<file path="src/rtl/alu_writeback_ctrl_pkg.sv">
// Shared definitions for the ALU writeback controller:
// condition codes, ALU op types, FSM states and the condition rule.
package alu_writeback_ctrl_pkg;

    localparam int DEF_DATA_W = 16;
    localparam int DEF_REG_AW = 3;
    localparam int DEF_PC_REG = 7;

    localparam logic [1:0] COND_ALWAYS = 2'b00;
    localparam logic [1:0] COND_Z      = 2'b01;
    localparam logic [1:0] COND_C      = 2'b10;
    localparam logic [1:0] COND_NEVER  = 2'b11;

    localparam logic ALU_OP_ADD  = 1'b0;
    localparam logic ALU_OP_NAND = 1'b1;

    typedef enum logic [1:0] {
        ST_IDLE  = 2'b00,
        ST_EVAL  = 2'b01,
        ST_WRITE = 2'b10,
        ST_SKIP  = 2'b11
    } state_t;

    function automatic logic cond_exec(
        input logic [1:0] cond,
        input logic       c_flag,
        input logic       z_flag
    );
        logic ex;
        ex = 1'b0;
        unique case (cond)
            COND_ALWAYS: ex = 1'b1;
            COND_Z:      ex = z_flag;
            COND_C:      ex = c_flag;
            COND_NEVER:  ex = 1'b0;
            default:     ex = 1'b0;
        endcase
        return ex;
    endfunction

endpackage

</file>
<file path="src/rtl/alu_writeback_ctrl_flag_cond_eval.sv">
// Conditional-execution decision from the condition field and the
// architectural flags. Ports: cond, carry_flag, zero_flag -> exec.
module alu_writeback_ctrl_flag_cond_eval
    import alu_writeback_ctrl_pkg::*;
(
    input  logic [1:0] cond,
    input  logic       carry_flag,
    input  logic       zero_flag,
    output logic       exec
);

    always_comb begin
        exec = cond_exec(cond, carry_flag, zero_flag);
    end

endmodule

</file>
<file path="src/rtl/alu_writeback_ctrl.sv">
// ALU writeback controller: captures one ALU result, resolves its condition
// against the owned C/Z flags, then writes the register file and updates flags.
// Ports: clk, reset (sync, active-high); in_valid/in_ready handshake with ALU
// fields alu_out/alu_carry/alu_zero/alu_op/cond/dest; register-file write
// rf_we/rf_waddr/rf_wdata; carry_flag/zero_flag; done/skipped/pc_written pulses.
module alu_writeback_ctrl
    import alu_writeback_ctrl_pkg::*;
#(
    parameter int DATA_W = DEF_DATA_W,
    parameter int REG_AW = DEF_REG_AW,
    parameter int PC_REG = DEF_PC_REG
) (
    input  logic              clk,
    input  logic              reset,
    input  logic              in_valid,
    output logic              in_ready,
    input  logic [DATA_W-1:0] alu_out,
    input  logic              alu_carry,
    input  logic              alu_zero,
    input  logic              alu_op,
    input  logic [1:0]        cond,
    input  logic [REG_AW-1:0] dest,
    output logic              rf_we,
    output logic [REG_AW-1:0] rf_waddr,
    output logic [DATA_W-1:0] rf_wdata,
    output logic              carry_flag,
    output logic              zero_flag,
    output logic              done,
    output logic              skipped,
    output logic              pc_written
);

    state_t            state_q;
    state_t            state_d;
    logic [DATA_W-1:0] out_q;
    logic              carry_q;
    logic              zero_q;
    logic              op_q;
    logic [1:0]        cond_q;
    logic [REG_AW-1:0] dest_q;

    logic              exec;
    logic              cap_en;
    logic              wr_en;
    logic              skip_en;

    alu_writeback_ctrl_flag_cond_eval u_cond (
        .cond       (cond_q),
        .carry_flag (carry_flag),
        .zero_flag  (zero_flag),
        .exec       (exec)
    );

    assign in_ready = (state_q == ST_IDLE);

    // Outputs are registered on the edge leaving EVAL, so the
    // write pulse and new flags are both visible during WRITE.
    always_comb begin
        state_d = state_q;
        cap_en  = 1'b0;
        wr_en   = 1'b0;
        skip_en = 1'b0;
        case (state_q)
            ST_IDLE: begin
                if (in_valid) begin
                    cap_en  = 1'b1;
                    state_d = ST_EVAL;
                end
            end
            ST_EVAL: begin
                wr_en   = exec;
                skip_en = ~exec;
                state_d = exec ? ST_WRITE : ST_SKIP;
            end
            ST_WRITE: state_d = ST_IDLE;
            ST_SKIP:  state_d = ST_IDLE;
            default:  state_d = ST_IDLE;
        endcase
    end

    always_ff @(posedge clk) begin
        if (reset) begin
            state_q    <= ST_IDLE;
            out_q      <= '0;
            carry_q    <= 1'b0;
            zero_q     <= 1'b0;
            op_q       <= ALU_OP_ADD;
            cond_q     <= COND_ALWAYS;
            dest_q     <= '0;
            rf_we      <= 1'b0;
            rf_waddr   <= '0;
            rf_wdata   <= '0;
            carry_flag <= 1'b0;
            zero_flag  <= 1'b0;
            done       <= 1'b0;
            skipped    <= 1'b0;
            pc_written <= 1'b0;
        end else begin
            state_q    <= state_d;
            rf_we      <= wr_en;
            done       <= wr_en | skip_en;
            skipped    <= skip_en;
            pc_written <= wr_en && (dest_q == REG_AW'(PC_REG));
            if (cap_en) begin
                out_q   <= alu_out;
                carry_q <= alu_carry;
                zero_q  <= alu_zero;
                op_q    <= alu_op;
                cond_q  <= cond;
                dest_q  <= dest;
            end
            if (wr_en) begin
                rf_waddr  <= dest_q;
                rf_wdata  <= out_q;
                zero_flag <= zero_q;
                // NAND-type results leave the carry flag untouched
                if (op_q == ALU_OP_ADD) begin
                    carry_flag <= carry_q;
                end
            end
        end
    end

endmodule

</file>
<file path="config.mk">
export PLATFORM = sky130hd
export DESIGN_NAME = alu_writeback_ctrl
export DESIGN_NICKNAME = d
export VERILOG_FILES = /design/src/rtl/alu_writeback_ctrl_pkg.sv /design/src/rtl/alu_writeback_ctrl_flag_cond_eval.sv /design/src/rtl/alu_writeback_ctrl.sv
export SDC_FILE = /design/constraint.sdc
export NUM_CORES = 1
export LEC_CHECK = 0
export BUFFER_PORTS_ARGS = -buffer_cell sky130_fd_sc_hd__buf_2
export CORE_UTILIZATION = 48
export DETAILED_ROUTE_END_ITERATION = 16
export MAX_ROUTING_LAYER = met4
export PLACE_DENSITY = 0.84
export SYNTH_ARGS = -nofsm -noshare
export SYNTH_HDL_FRONTEND = slang
export SYNTH_HIERARCHICAL = 1
export SYNTH_SLANG_ARGS = --single-unit
export TNS_END_PERCENT = 5
</file>
<file path="constraint.sdc">
create_clock -name clk -period 3.24 [get_ports clk]
set_input_delay 0.324 -clock clk [delete_from_list [all_inputs] [get_ports clk]]
set_output_delay 0.324 -clock clk [all_outputs]
set_load 0.02 [all_outputs]
</file>
Word level (Yosys, flattened, before mapping)
Cells that the tools add are included.

Equal/unequal tests: 8. Mux-type cells: 8. Bitwise operators: 3. Reductions and logical operators: 5.

Operator list (count): == test 2 bit, second input constant (4); one-hot mux 2 bit (3 select lines) (1); 2-to-1 mux 1 bit (5); == test 2 x 1 -> 1 bit, second input constant (2); logical NOT 2 bit (2); one-hot mux 1 bit (4 select lines) (1); == test 3 bit, second input constant (1); 2-to-1 mux 2 bit (1); inequality test 2 bit, second input constant (1); inverter 1 bit (2); AND reduction 2 bit (1); OR reduction 2 bit (1); logical AND 1 bit (1); OR 1 bit (1).

Register bits after elaboration: 51. Bits of input ports: 27. Output and inout port bits: 26. Word-level logic and storage cells: 39.

Logic depth before layout (Yosys ltp)
Depth in word-level cells: 5. Depth in mapped cells: 6. Depth with buffers taken out: 4.

Modules after synthesis
The synthesis kept the hierarchy.

Modules (own cells, without submodules): alu_writeback_ctrl (instances 1, cells an instance 192, area an instance 2108.3 µm², sequential area each 1021.0 µm²); alu_writeback_ctrl_flag_cond_eval (instances 1, cells an instance 3, area an instance 23.8 µm², sequential area each 0.0 µm²).

Least setup slack after synthesis
OpenSTA, ideal clock, no wires.

Path type: register to register. From: register zero_flag. To: register rf_wdata[10]. Setup time: 0.118 ns. Data arrival time: 1.237 ns. Required time: 3.122 ns. Slack: 1.885 ns. Stages on the path, launching flop included: 7. Buffers on the path: 2. Clock period less this slack: 1.355 ns. Path through: dfxtp_1 > nand2b_1 > a21oi_2 > nand3b_1 > buf_6 > buf_12 > mux2i_1.

Longest elaborated chain between the ends: 2.

RTL lines: start: declaration (RTL line alu_writeback_ctrl.sv:27) `output logic zero_flag,`; start signal: assignment (RTL line alu_writeback_ctrl.sv:115) `zero_flag <= zero_q;`; one-hot mux 1 bit (4 select lines) (RTL line alu_writeback_ctrl_pkg.sv:31) `unique case (cond)`; net exec (RTL line alu_writeback_ctrl.sv:42) `logic exec;`; 2-to-1 mux 1 bit (RTL line alu_writeback_ctrl.sv:63) `case (state_q)`; end signal: assignment (RTL line alu_writeback_ctrl.sv:114) `rf_wdata <= out_q;`; end: declaration (RTL line alu_writeback_ctrl.sv:25) `output logic [DATA_W-1:0] rf_wdata,`.

The timed path passes the listed nets, and every way through them passes these cells. A chain may end at the register's enable or synchronous reset.

Worst setup path in the final report
From: register state_q[0]. To: register cond_q[1].

Longest elaborated chain between the ends: 2.

RTL lines: start: declaration (RTL line alu_writeback_ctrl.sv:33) `state_t state_q;`; start signal: assignment (RTL line alu_writeback_ctrl.sv:99) `state_q <= state_d;`; logical NOT 2 bit (RTL line alu_writeback_ctrl.sv:63); 2-to-1 mux 1 bit (RTL line alu_writeback_ctrl.sv:63); end signal: assignment (RTL line alu_writeback_ctrl.sv:109) `cond_q <= cond;`; end: declaration (RTL line alu_writeback_ctrl.sv:39) `logic [1:0] cond_q;`.

No other way between the ends.

==> key figures <==
GRT
  • Met2 Use GR: 0.245
  • Layer with the highest usage: met2
  • Grt met3 use: 0.0444
  • Overall routing resource usage: 0.170
  • Met1 GRT Util: 0.215
  • Via count of the first global-routing pass: 1219
  • First-pass GRT wire length: 5.60 mm
  • Initial antenna violation count: 0
  • Remaining global-route overflow: 0
  • Largest net degree at the start of global routing: 72

STA
  • Final worst-path cycle share: 0.542
  • Final setup TNS: 0 ns
  • Max-slew violations: 0
  • RSZ-0062 raised after global routing: no
  • Worst Max-Slew Pin Slew: 0.841 ns
  • Post-Route Skew: 0.00334 ns
  • Slew headroom: 0.439
  • Maximum achievable frequency: 0.569 GHz
  • Setup violators final: 0
  • Final hold violation count: 0
  • Post-layout minimum cycle time: 1.76 ns

Floorplan
  • Core Box Area: 0.00414 mm²
  • I/O pin count: 53
  • Die Y: 68.6 µm
  • Initial core utilization: 0.514
  • Die Area: 0.00471 mm²
  • Row cnt: 23
  • DIE WIDTH: 68.6 µm

Clocking
  • Longest Clk Path Bufs: 2
  • Root Buffer: clkbuf_8
  • Post-CTS Setup Inserts: 0
  • Post-CTS Hold Fix Bufs: 0
  • CTS tree: yes
  • CTS sink cnt: 51
  • Num CTS Buffers: 5
  • H-tree Lvls: 2
  • Clock latency on the worst-skew pair: 0.30 ns
  • CTS resizes: 0
  • Worst-path clk slew: 0.08 ns

Finish
  • Most frequent cells in the layout: nand2b_1 (70), buf_2 (52), dfxtp_1 (51)
  • Area of the multi-input gates: 0.00100 mm²
  • Most common cell after layout, fill and taps aside: nand2b_1
  • Storage cell area: 0.00102 mm²
  • Final Cell Area: 0.00247 mm²
  • Area grow syn2layout: 16.0%
  • N_diodes: 0
  • FILL cells: 383
  • Nets: 270
  • Layout cells sized above 1: 0.283

Placed design
  • HPWL after DPL: 2.33 mm
  • Area after DPL: 0.00237 mm²
  • PortBufs: 52
  • GP Congestion: 0.704

Run status
  • Status: finished, final reports clean

Synthesis
  • Yosys warns: 6
  • Async SR Flop Fraction: 0
  • Cell Area, Synth: 0.00213 mm²
  • Area contributors post-synth: dfxtp_1 (48%), mux2i_1 (21%), nand2b_1 (21%), buf_8 (1.4%), clkbuf_1 (1.2%)
  • EDFF count, synth: 0
  • Synth Flop Type: dfxtp_1
  • Seq/Total Area, Yosys: 0.479
  • Synth top area share: 0.479
  • Yosys cell types: 22
  • Synth area leader: dfxtp_1
  • #FFs+latches synth: 51
  • Avg Cell Area, Syn: 10.9 µm²
  • Post-synthesis net count: 222
  • Syn Inst Count: 195

Hold path
  • Hold endpoint: out_q[15]$_SDFFE_PP0P_
  • Hold Path Class: input port to register
  • Worst Hold Path Cells: 3
  • Hold path startpoint: alu_out[15]

Worst setup path
  • Crit Path Class: register to register
  • CP arrival: 1.98 ns
  • Crit. End Element: register
  • Crit-path cells: nor3b_4 -> buf_4 -> mux2i_1
  • Crit path launch type: register
  • CP max stage cell: nor3b_4
  • Worst Path Required: 3.46 ns
  • Critical R2R Launch: state_q[0]$_SDFFE_PP0P_
  • Critical path's largest stage delay: 0.69 ns
  • Setup slack on the worst flop-to-flop path: 1.48 ns
  • Reg2Reg Depth: 3
  • Crit-path max FO: 13
  • Reg-to-reg critical path endpoint: cond_q[1]$_SDFFE_PP0P_
  • Worst path top cell family by delay: simple AND/OR/NAND/NOR gates
  • Worst Path Buf+Inv: 1

Power and ir drop
  • Sequential fraction of design power: 0.553
  • Part of the power in combinational logic: 0.128
  • Pwr Density: 492 mW/mm²
  • Clk pwr share: 0.319
  • Int Pwr: 0.000931 W
  • Sw Pwr: 0.000286 W
  • Peak supply drop: 0.259 mV
  • Switching share of power: 0.235
  • Lkg Pwr: 1.16 nW

Route
  • Final ANT Viol Nets: 0
  • Routed vias/inst: 4.70
  • Final WL: 3.48 mm
  • Initial DRC Count: 75
  • Vias: 1383
  • DRC viols: 0
  • Drt pass-1 iters: 4
  • WL per Instance: 11.8 µm

Run
  • Max-cap violations: 0
worst max-delay path by stage:
| stage | start | end | slack, ns | depth (start not counted) |
|---|---|---|---|---|
| 4_1_cts | state_q[0]$_SDFFE_PP0P_ | cond_q[1]$_SDFFE_PP0P_ | 1.46 | 3 |
| 2_1_floorplan | zero_flag$_SDFFE_PP0P_ | rf_wdata[10]$_SDFFE_PP0P_ | 1.88 | 6 |
| 3_3_place_gp | in_valid | out_q[3]$_SDFFE_PP0P_ | 1.51 | 4 |
| 5_1_grt | state_q[0]$_SDFFE_PP0P_ | cond_q[1]$_SDFFE_PP0P_ | 1.34 | 3 |
| 3_5_place_dp | in_valid | cond_q[1]$_SDFFE_PP0P_ | 1.44 | 4 |
| 6_report | state_q[0]$_SDFFE_PP0P_ | cond_q[1]$_SDFFE_PP0P_ | 1.48 | 3 |
power groups by stage:
stage                     Clock, W  Combinational [W]  Sequential, W
after CTS                 0.000399           0.000158       0.000673
after global placement           0           0.000155       0.000686
final                     0.000388           0.000156       0.000673
after global routing      0.000427           0.000172       0.000676
after floorplan                  0           0.000119       0.000694
after detailed placement         0           0.000158       0.000687
layout make-up:
cell class                 instances  share of cell area
clock buffer                       8              0.0405
inverter                           3             0.00455
multi-input combinational        128               0.405
sequential                        51               0.413
tap                               50              0.0253
timing repair buffer              54               0.111
worst register-to-register path, delay by kind of cell (launching register included):
family | cells | cell delay [ns]
buffers and inverters | 1 | 0.38
DFF | 1 | 0.38
muxes | 1 | 0.23
and+or+nand+nor | 1 | 0.69
routing by layer:
layer  routed length [µm]  vias to the layer above
li1                     -                      726
met1                 1720                      615
met2                 1520                       35
met3                  174                        7
met4                   72                        0
met5                    0                        -
state kept, by name, summed over array words and instances, names as in the netlist:
signal and flops:
out_q 16, state_q 2, rf_wdata 16, carry_flag 1, done 1, skipped 1
carry_q 1, cond_q 2, dest_q 3, op_q 1, zero_q 1, rf_waddr 3
zero_flag 1, pc_written 1, rf_we 1
synth_stat cells, types with 2 or more instances:
cell type,count
nand2b_1,70
dfxtp_1,51
mux2i_1,45
clkbuf_1,7
buf_6,2
buf_8,2
inv_1,2
nor2_1,2
cells by family after synthesis:
logic type | synth area share
and+or+nand+nor | 0.248
buffers and inverters | 0.0540
DFF | 0.479
muxes | 0.211
AOI/OAI and AO/OA | 0.00822
per-stage QoR:
step	hold WS (ns)	util	total power (W)	setup slack [ns]	std cells
2_1_floorplan	0.429	-	0.000814	1.88	195
3_3_place_gp	0.441	0.572	0.000841	1.51	286
3_5_place_dp	0.446	0.572	0.000845	1.44	286
4_1_cts	0.272	0.597	0.00123	1.46	294
5_1_grt	0.274	0.597	0.00128	1.34	294
6_report	0.280	0.597	0.00122	1.48	294
Note: power is estimated with default switching activity, not from simulation.
